===== src/rtl/byte_out_reg.sv =====
// Single valid/ready register stage carrying a payload byte and its last flag.
// Ports: clk, rst_n (sync, active-low), i_load/i_data/i_last load side,
// o_can_load (room for a load this cycle), o_valid/o_data/o_last/i_ready out.
module byte_out_reg (
    input  logic       clk,
    input  logic       rst_n,
    input  logic       i_load,
    input  logic [7:0] i_data,
    input  logic       i_last,
    output logic       o_can_load,
    output logic       o_valid,
    output logic [7:0] o_data,
    output logic       o_last,
    input  logic       i_ready
);

    logic       r_valid;
    logic [7:0] r_data;
    logic       r_last;

    // A load may coincide with a transfer out, so the stage sustains
    // one byte per cycle while downstream is ready.
    assign o_can_load = !r_valid || i_ready;

    always_ff @(posedge clk) begin
        if (!rst_n) begin
            r_valid <= 1'b0;
            r_data  <= 8'h00;
            r_last  <= 1'b0;
        end else if (i_load) begin
            r_valid <= 1'b1;
            r_data  <= i_data;
            r_last  <= i_last;
        end else if (r_valid && i_ready) begin
            r_valid <= 1'b0;
        end
    end

    assign o_valid = r_valid;
    assign o_data  = r_data;
    assign o_last  = r_last;

endmodule


===== config.mk =====
export PLATFORM = sky130hd
export DESIGN_NAME = byte_out_reg
export DESIGN_NICKNAME = d
export VERILOG_FILES = /design/src/rtl/byte_out_reg.sv
export SDC_FILE = /design/constraint.sdc
export NUM_CORES = 1
export LEC_CHECK = 0
export BUFFER_PORTS_ARGS = -buffer_cell sky130_fd_sc_hd__buf_2
export CELL_PAD_IN_SITES_DETAIL_PLACEMENT = 0
export CELL_PAD_IN_SITES_GLOBAL_PLACEMENT = 2
export CORE_MARGIN = 4
export CORE_UTILIZATION = 21
export DETAILED_ROUTE_END_ITERATION = 10
export PLACE_DENSITY = 0.75
export SLEW_MARGIN = 20
export SYNTH_ARGS = -nofsm -noshare
export SYNTH_HDL_FRONTEND = slang
export SYNTH_SLANG_ARGS = --single-unit

===== constraint.sdc =====
create_clock -name clk -period 1 [get_ports clk]
set_clock_uncertainty 0.2 [all_clocks]
set_input_delay 0.1 -clock clk [delete_from_list [all_inputs] [get_ports clk]]
set_output_delay 0.1 -clock clk [all_outputs]
set_load 0.03 [all_outputs]

After elaboration in Yosys (flattened, before gate mapping)
Index checks and enable logic that the tools add are counted.
Word-level totals
  register bits after elaboration: 10
  latch bits: 0
  memory bits (writable): 0
  bits in read-only memories: 0
  input bits: 13
  output and inout port bits: 11
  word-level logic and storage cells: 9
  memories: 0
Operators by class
  $add $sub $neg: 0
  multiply operators: 0
  div/mod/pow operators: 0
  magnitude comparators: 0
  equal/unequal tests: 0
  shifts and indexed selects: 0
  multiplexer cells: 2
  bitwise operators: 0
  reductions and logical operators: 4
Operator list (number)
  $mux W1: 2
  $reduce_bool A2 Y1: 1
  $logic_and A1 B1 Y1: 1
  $logic_not A1 Y1: 1
  $logic_or A1 B1 Y1: 1

Longest topological paths before layout
Gate-level depths: netlist of run 1.
  depth in word-level cells: 3
  mapped depth: 3
  depth with buffers taken out: 2

Worst setup path after synthesis of run 1
OpenSTA, ideal clock, no wires.
  kind: register -> register
  start point: reg r_valid (netlist: o_valid)
  end point: reg r_valid (netlist: o_valid)
  arrival time: 0.966 ns
  required time: 0.722 ns
  setup slack: -0.244 ns
  stages on the path, launching flop included: 3
  clock period less this slack: 1.244 ns
  path through: dfxtp_1 nand2b_1 a21boi_0
On the way
  longest elaborated chain between the ends: 2
RTL lines
  start: declaration: RTL line 17  | logic r_valid;
  start signal: assignment: RTL line 27  | r_valid <= 1'b0;
  start signal: assignment: RTL line 31  | r_valid <= 1'b1;
  start signal: assignment: RTL line 35  | r_valid <= 1'b0;
  $logic_and A1 B1 Y1: RTL line 34  | end else if (r_valid && i_ready) begin
  $reduce_bool A2 Y1 (no line)
Every way passes these cells.
A chain may end at the register's enable or synchronous reset.

Worst setup path in the final report of run 1
  start point: reg r_valid (netlist: o_valid)
  end point: out o_can_load
On the way
  longest elaborated chain between the ends: 2
RTL lines
  $logic_not A1 Y1: RTL line 23  | assign o_can_load = !r_valid || i_ready;
  $logic_or A1 B1 Y1: RTL line 23
  end: declaration: RTL line 10  | output logic o_can_load,
Every way passes these cells.

==> out/qor.txt, run 1 <==
Reg2reg path depth -> 3
Total Neg Setup Slack -> -328 ps
CP Depth -> 2
Setup violators final -> 12
Fin crit share -> 109%
Die extent in x -> 50.3 um
Root Driver -> clkbuf_4
Cells along the critical path -> nand2b_4, buf_6
Reg clk slew, reported paths -> 60 ps
Area of placed instances -> 519 sq um
Clk_lat worst skew -> 250 ps
Status -> complete, but fails checks
Period minus WS final -> 1090 ps
Synthesis-to-layout area growth -> 90.3%
Post-DRT Antenna Nets -> 0
Synth Area in Compound Gates -> 2.00%
Worst Tran Pin Value -> 281 ps
DRC -> 0
Final Hold Fails -> 10
Failing checks -> hold timing, setup timing
Worst R2R Setup Slack -> 60 ps
VDD IR-drop max -> 0.444 mV
RSZ-0062 raised after global routing -> true
Simple-gate share of the synthesized area -> 16.7%
Htree depth -> 1
DRT Wirelength -> 889 um
Non-filler cells, final -> 89
Critical Path Start -> o_valid
Mapped cell area -> 375 sq um
Hold Path Origin -> rst_n
Routability cong. -> 0.625
CP endpoint kind -> primary output
Worst setup SP type -> flop
Vias in the first global route -> 360
Pwr Density -> 1410 nW/um^2
Worst rel slew slack -> 81.3%
IO buf count -> 23
Area of the die -> 2530 sq um
CTS sink count -> 10
Main combinational cell family by area after synthesis -> multiplexers
Num CTS Buffers -> 3
Critical Path RT -> 700 ps
CTS tree -> done
Syn Inst Count -> 32
Bufs and invs on worst path -> 1
#FFs+latches synth -> 10
Clock tree buffer depth -> 2
Grt total ovfl -> 0
# hold bufs at CTS -> 9
Row Count -> 15
Starting Density -> 22.0%
Synth Warn # -> 0
Reg2reg end -> o_valid
Pre-Repair DR Iteration Count -> 2
DP Worst Slack -> 17.3 ps
Via count -> 335
Core region area -> 1710 sq um
Iter 0 DRT Violations -> 1
Slew Viols, Final -> 0
Lkg Pwr -> 0.348 nW
Critical Path Fanout Max -> 2
Register area share after synthesis -> 53.3%
Initial antenna violation count -> 0
Final nets -> 78
Hold Path Depth -> 2
Worst reg2reg path startpoint -> o_valid
Delay-heaviest family, CP -> flip-flops
Mux contribution to synthesized area -> 24.0%
Post-placement cell count -> 79
Ant diodes -> 0
Largest net degree at the start of global routing -> 11
Hold EP -> o_valid
Hold Crit Class -> primary input to flop
Layout Cell Area excl Fill -> 714 sq um
Net count of the mapped netlist -> 45
Max Clk Rate -> 916 MHz
Final hold slack -> -33.2 ps
WL per Instance -> 9.99 um
Worst path max stage delay -> 350 ps
Post-synthesis average cell area -> 11.7 sq um
CP arrival -> 790 ps
Share of cells above drive strength 1 -> 54.7%
Post-DR vias/cell -> 3.76
Max_cap viols -> 0
Die H -> 50.3 um
Io pins -> 24
Synth cell types -> 7
GRT Total Usage -> 8.00%
Power Total -> 1.01 mW
Adder-cell area share of the yosys netlist -> 0%
Worst Setup Slack, final -> -91.6 ps
First-pass GRT wire length -> 1510 um
Critical path type -> flop to primary output
Slowest library cell on the worst path -> dfxtp_2
Synth Area in XOR/XNOR -> 0%
[where the power goes]
| part | leakage [nW] | switching, mW | internal (mW) |
|---|---|---|---|
| Combinational | 0.241 | 0.0973 | 0.114 |
| Clock | 0.0210 | 0.133 | 0.221 |
| Sequential | 0.0861 | 0.0168 | 0.427 |
[final cells by class]
class                   instances  area, sq um
clock buffers                   4         36.3
fillers                       163          993
inverters                       1         3.75
multi-input cells              20          168
flip-flops and latches         10          213
well taps                      25         31.3
repair buffers                 29          263
[synthesized netlist by cell type (all sizes together)]
library cell / number / area [sq um]
nor2b: 9 / 56.3
nand2b: 1 / 6.26
mux2i: 9 / 90.1
a21boi: 1 / 7.51
inv: 1 / 3.75
buf: 1 / 11.3
dfxtp: 10 / 200
[through the flow]
step | utilization, % | hold slack [ps]
6_report | 41.8 | -33.2
5_1_grt | 41.8 | -39.3
4_1_cts | 42.3 | -78.3
3_5_place_dp | 30.4 | 165
3_3_place_gp | 30.4 | 162
2_1_floorplan | - | 28.2
[worst max-delay path by stage]
| stage | slack, ps | end |
|---|---|---|
| after global routing | -120 | o_can_load |
| final | -90 | o_can_load |
| after global placement | 40 | o_data[0] |
| after floorplan | 20 | o_valid |
| after detailed placement | 20 | o_data[3] |
| after CTS | -110 | o_can_load |
[per-layer routing]
layer / wire length [um] / vias to the layer above / share of wire [%] / GRT usage, %
met3: 96 / 0 / 11 / 3.86
met1: 347 / 152 / 39 / 8.81
met2: 446 / 14 / 50 / 12.6
li1: - / 169 / - / -
met5: 0 / - / 0 / 0
met4: 0 / 0 / 0 / 4.15
[layout by cell type (no fill, tap or decap), drive strengths merged]
master	Yosys	final
mux2i	9	9
dlygate4sd3	0	7
dlymetal6s4s	0	2
dfxtp	10	10
clkbuf	0	4
nand2b	1	1
nor2b	9	9
a21boi	1	1
inv	1	1
buf	1	20
[registers in the layout, summed over array words and instances (netlist names)]
signal   count
o_last       1
o_valid      1
o_data       8
[kinds of logic after synthesis]
logic type | after synthesis
AO/OA/AOI/OAI | 1
buffers and inverters | 2
flip-flops | 10
multiplexers | 9
AND/OR/NAND/NOR | 10
[what timing repair did]
item                                    4_1_cts  5_1_grt
gates cloned                                  0        0
gates resized for setup                      30        2
endpoints found under the setup margin       11       17
setup buffers                                 0        1
endpoints found under the hold margin        10       10
No activity file was read; power rests on OpenSTA's default activity.
==> run 2: changes to the inputs <==
--- a/config.mk
+++ b/config.mk
@@ -11,6 +11,7 @@
 export CORE_MARGIN = 4
 export CORE_UTILIZATION = 21
 export DETAILED_ROUTE_END_ITERATION = 10
+export MAX_ROUTING_LAYER = met4
 export PLACE_DENSITY = 0.75
 export SLEW_MARGIN = 20
 export SYNTH_ARGS = -nofsm -noshare
==> run 2 against run 1 <==
The run still ends with hold timing, setup timing left. Clock power is essentially flat. Final area did not move. Critical endpoint unchanged. Hold slack got worse by 2.0 ps. Die area unchanged. Critical path depth did not move.
==> out/qor.txt, run 2 (synthesis results as in run 1) <==
Status -> complete, but fails checks
Failing checks -> hold timing, setup timing
Num CTS Buffers -> 3 (unchanged)
Slew Viols, Final -> 0 (unchanged)
Worst path max stage delay -> 350 ps (about the same)
Pwr Density -> 1410 nW/um^2 (about the same)
Vias in the first global route -> 360 (unchanged)
Util after Layout -> 41.8% (unchanged)
GRT Total Usage -> 8.22% (+0.21 points)
Htree depth -> 1 (unchanged)
Final hold slack -> -35.2 ps (-1.98 ps)
Grt total ovfl -> 0 (unchanged)
Worst Tran Pin Value -> 282 ps (+1.34 ps)
RSZ-0062 raised after global routing -> true
Clk_lat worst skew -> 250 ps (about the same)
CP arrival -> 790 ps (about the same)
Total Neg Setup Slack -> -331 ps (-2.94 ps)
Critical Path Fanout Max -> 2 (unchanged)
Via count -> 335 (unchanged)
Die H -> 50.3 um (unchanged)
Grt met1 use -> 9.17% (+0.36 points)
DRT Wirelength -> 892 um (+0.34%)
Iter 0 DRT Violations -> 1 (unchanged)
Starting Density -> 22.0% (unchanged)
Worst Setup Slack, final -> -91.6 ps (+0.0362 ps)
Core region area -> 1710 sq um (unchanged)
Worst rel slew slack -> 81.2% (-0.089 points)
Hold Crit Class -> primary input to flop
VDD IR-drop max -> 0.444 mV (about the same)
Die extent in x -> 50.3 um (unchanged)
Synthesis-to-layout area growth -> 90.3% (unchanged)
Number of flip-flops in the largest register -> 8 (unchanged)
Post-DRT Antenna Nets -> 0 (unchanged)
GR peak layer -> met2
Lkg Pwr -> 0.348 nW (unchanged)
Slowest library cell on the worst path -> dfxtp_2
Critical path type -> flop to primary output
Ant diodes -> 0 (unchanged)
DRC -> 0 (unchanged)
CTS sink count -> 10 (unchanged)
# hold bufs at CTS -> 9 (unchanged)
Commonest non-fill, non-tap cells in the layout -> dfxtp_2 (10), buf_6 (10), mux2i_1 (9), nor2b_1 (9), buf_2 (8)
Cells along the critical path -> nand2b_4, buf_6
Largest net degree at the start of global routing -> 11 (unchanged)
Row Count -> 15 (unchanged)
GR Util met2 -> 12.6% (unchanged)
CP endpoint kind -> primary output
Post-DR vias/cell -> 3.76 (unchanged)
Io pins -> 24 (unchanged)
Final Hold Fails -> 10 (unchanged)
WL per Instance -> 10.0 um (+0.34%)
Period minus WS final -> 1090 ps (-0.0362 ps)
Pre-Repair DR Iteration Count -> 2 (unchanged)
Delay-heaviest family, CP -> flip-flops
Met3 Use GR -> 3.26% (-0.59 points)
Bufs and invs on worst path -> 1 (unchanged)
Fin crit share -> 109% (about the same)
Root Driver -> clkbuf_4
Area of the die -> 2530 sq um (unchanged)
Max_cap viols -> 0 (unchanged)
First-pass GRT wire length -> 1510 um (unchanged)
Worst setup SP type -> flop
Clock tree buffer depth -> 2 (unchanged)
Final nets -> 78 (unchanged)
IO buf count -> 23 (unchanged)
Initial antenna violation count -> 0 (unchanged)
Setup violators final -> 12 (unchanged)
Max Clk Rate -> 916 MHz (about the same)
Routability cong. -> 0.630 (+0.77%)
Reg clk slew, reported paths -> 60 ps (about the same)
Share of cells above drive strength 1 -> 54.7% (unchanged)
Critical Path RT -> 700 ps (about the same)
CTS tree -> done
run 2: power by group:
part	internal (mW)	switching [mW]	total, mW
Clock	0.221	0.133	0.354
Combinational	0.114	0.0974	0.211
Sequential	0.427	0.0168	0.444
run 2: final cells by class:
cell class	instances	area [sq um]
clock buffers	4	36.3
fillers	163	993
inverters	1	3.75
multi-input cells	20	168
flip-flops and latches	10	213
well taps	25	31.3
repair buffers	29	263
run 2: per-layer routing:
layer | up-vias | wire [um]
li1 | 169 | -
met1 | 152 | 360
met2 | 14 | 448
met3 | 0 | 83
met4 | 0 | 0
met5 | - | 0
run 2: final timing paths:
kind,startpoint,to,slack (ps),cells past startpoint
setup / recovery,o_valid,o_can_load,-90,2
hold / removal,rst_n,o_valid,-40,2
setup reg to reg,o_valid,o_valid,60,3
hold reg to reg,o_data[7],o_data[7],320,2
run 2: repair_timing:
| item | in CTS | in global routing |
|---|---|---|
| gates resized for setup | 30 | 2 |
| pin swaps | 0 | 0 |
| endpoints found under the hold margin | 10 | 10 |
| setup endpoints to repair | 11 | 17 |
| cloned | 0 | 0 |
| setup buffers | 0 | 1 |
run 2: per-stage QoR:
stage / std cells / worst slack, ps / instance area, sq um / hold WS [ps] / power, mW
floorplan: 32 / 22.0 / 384 / 28.2 / 0.548
global placement: 79 / 37.7 / 519 / 162 / 0.601
detailed placement: 79 / 17.3 / 519 / 165 / 0.603
CTS: 92 / -113 / 722 / -78.3 / 1.04
global route: 89 / -125 / 714 / -39.3 / 1.07
finish: 89 / -91.6 / 714 / -35.2 / 1.01
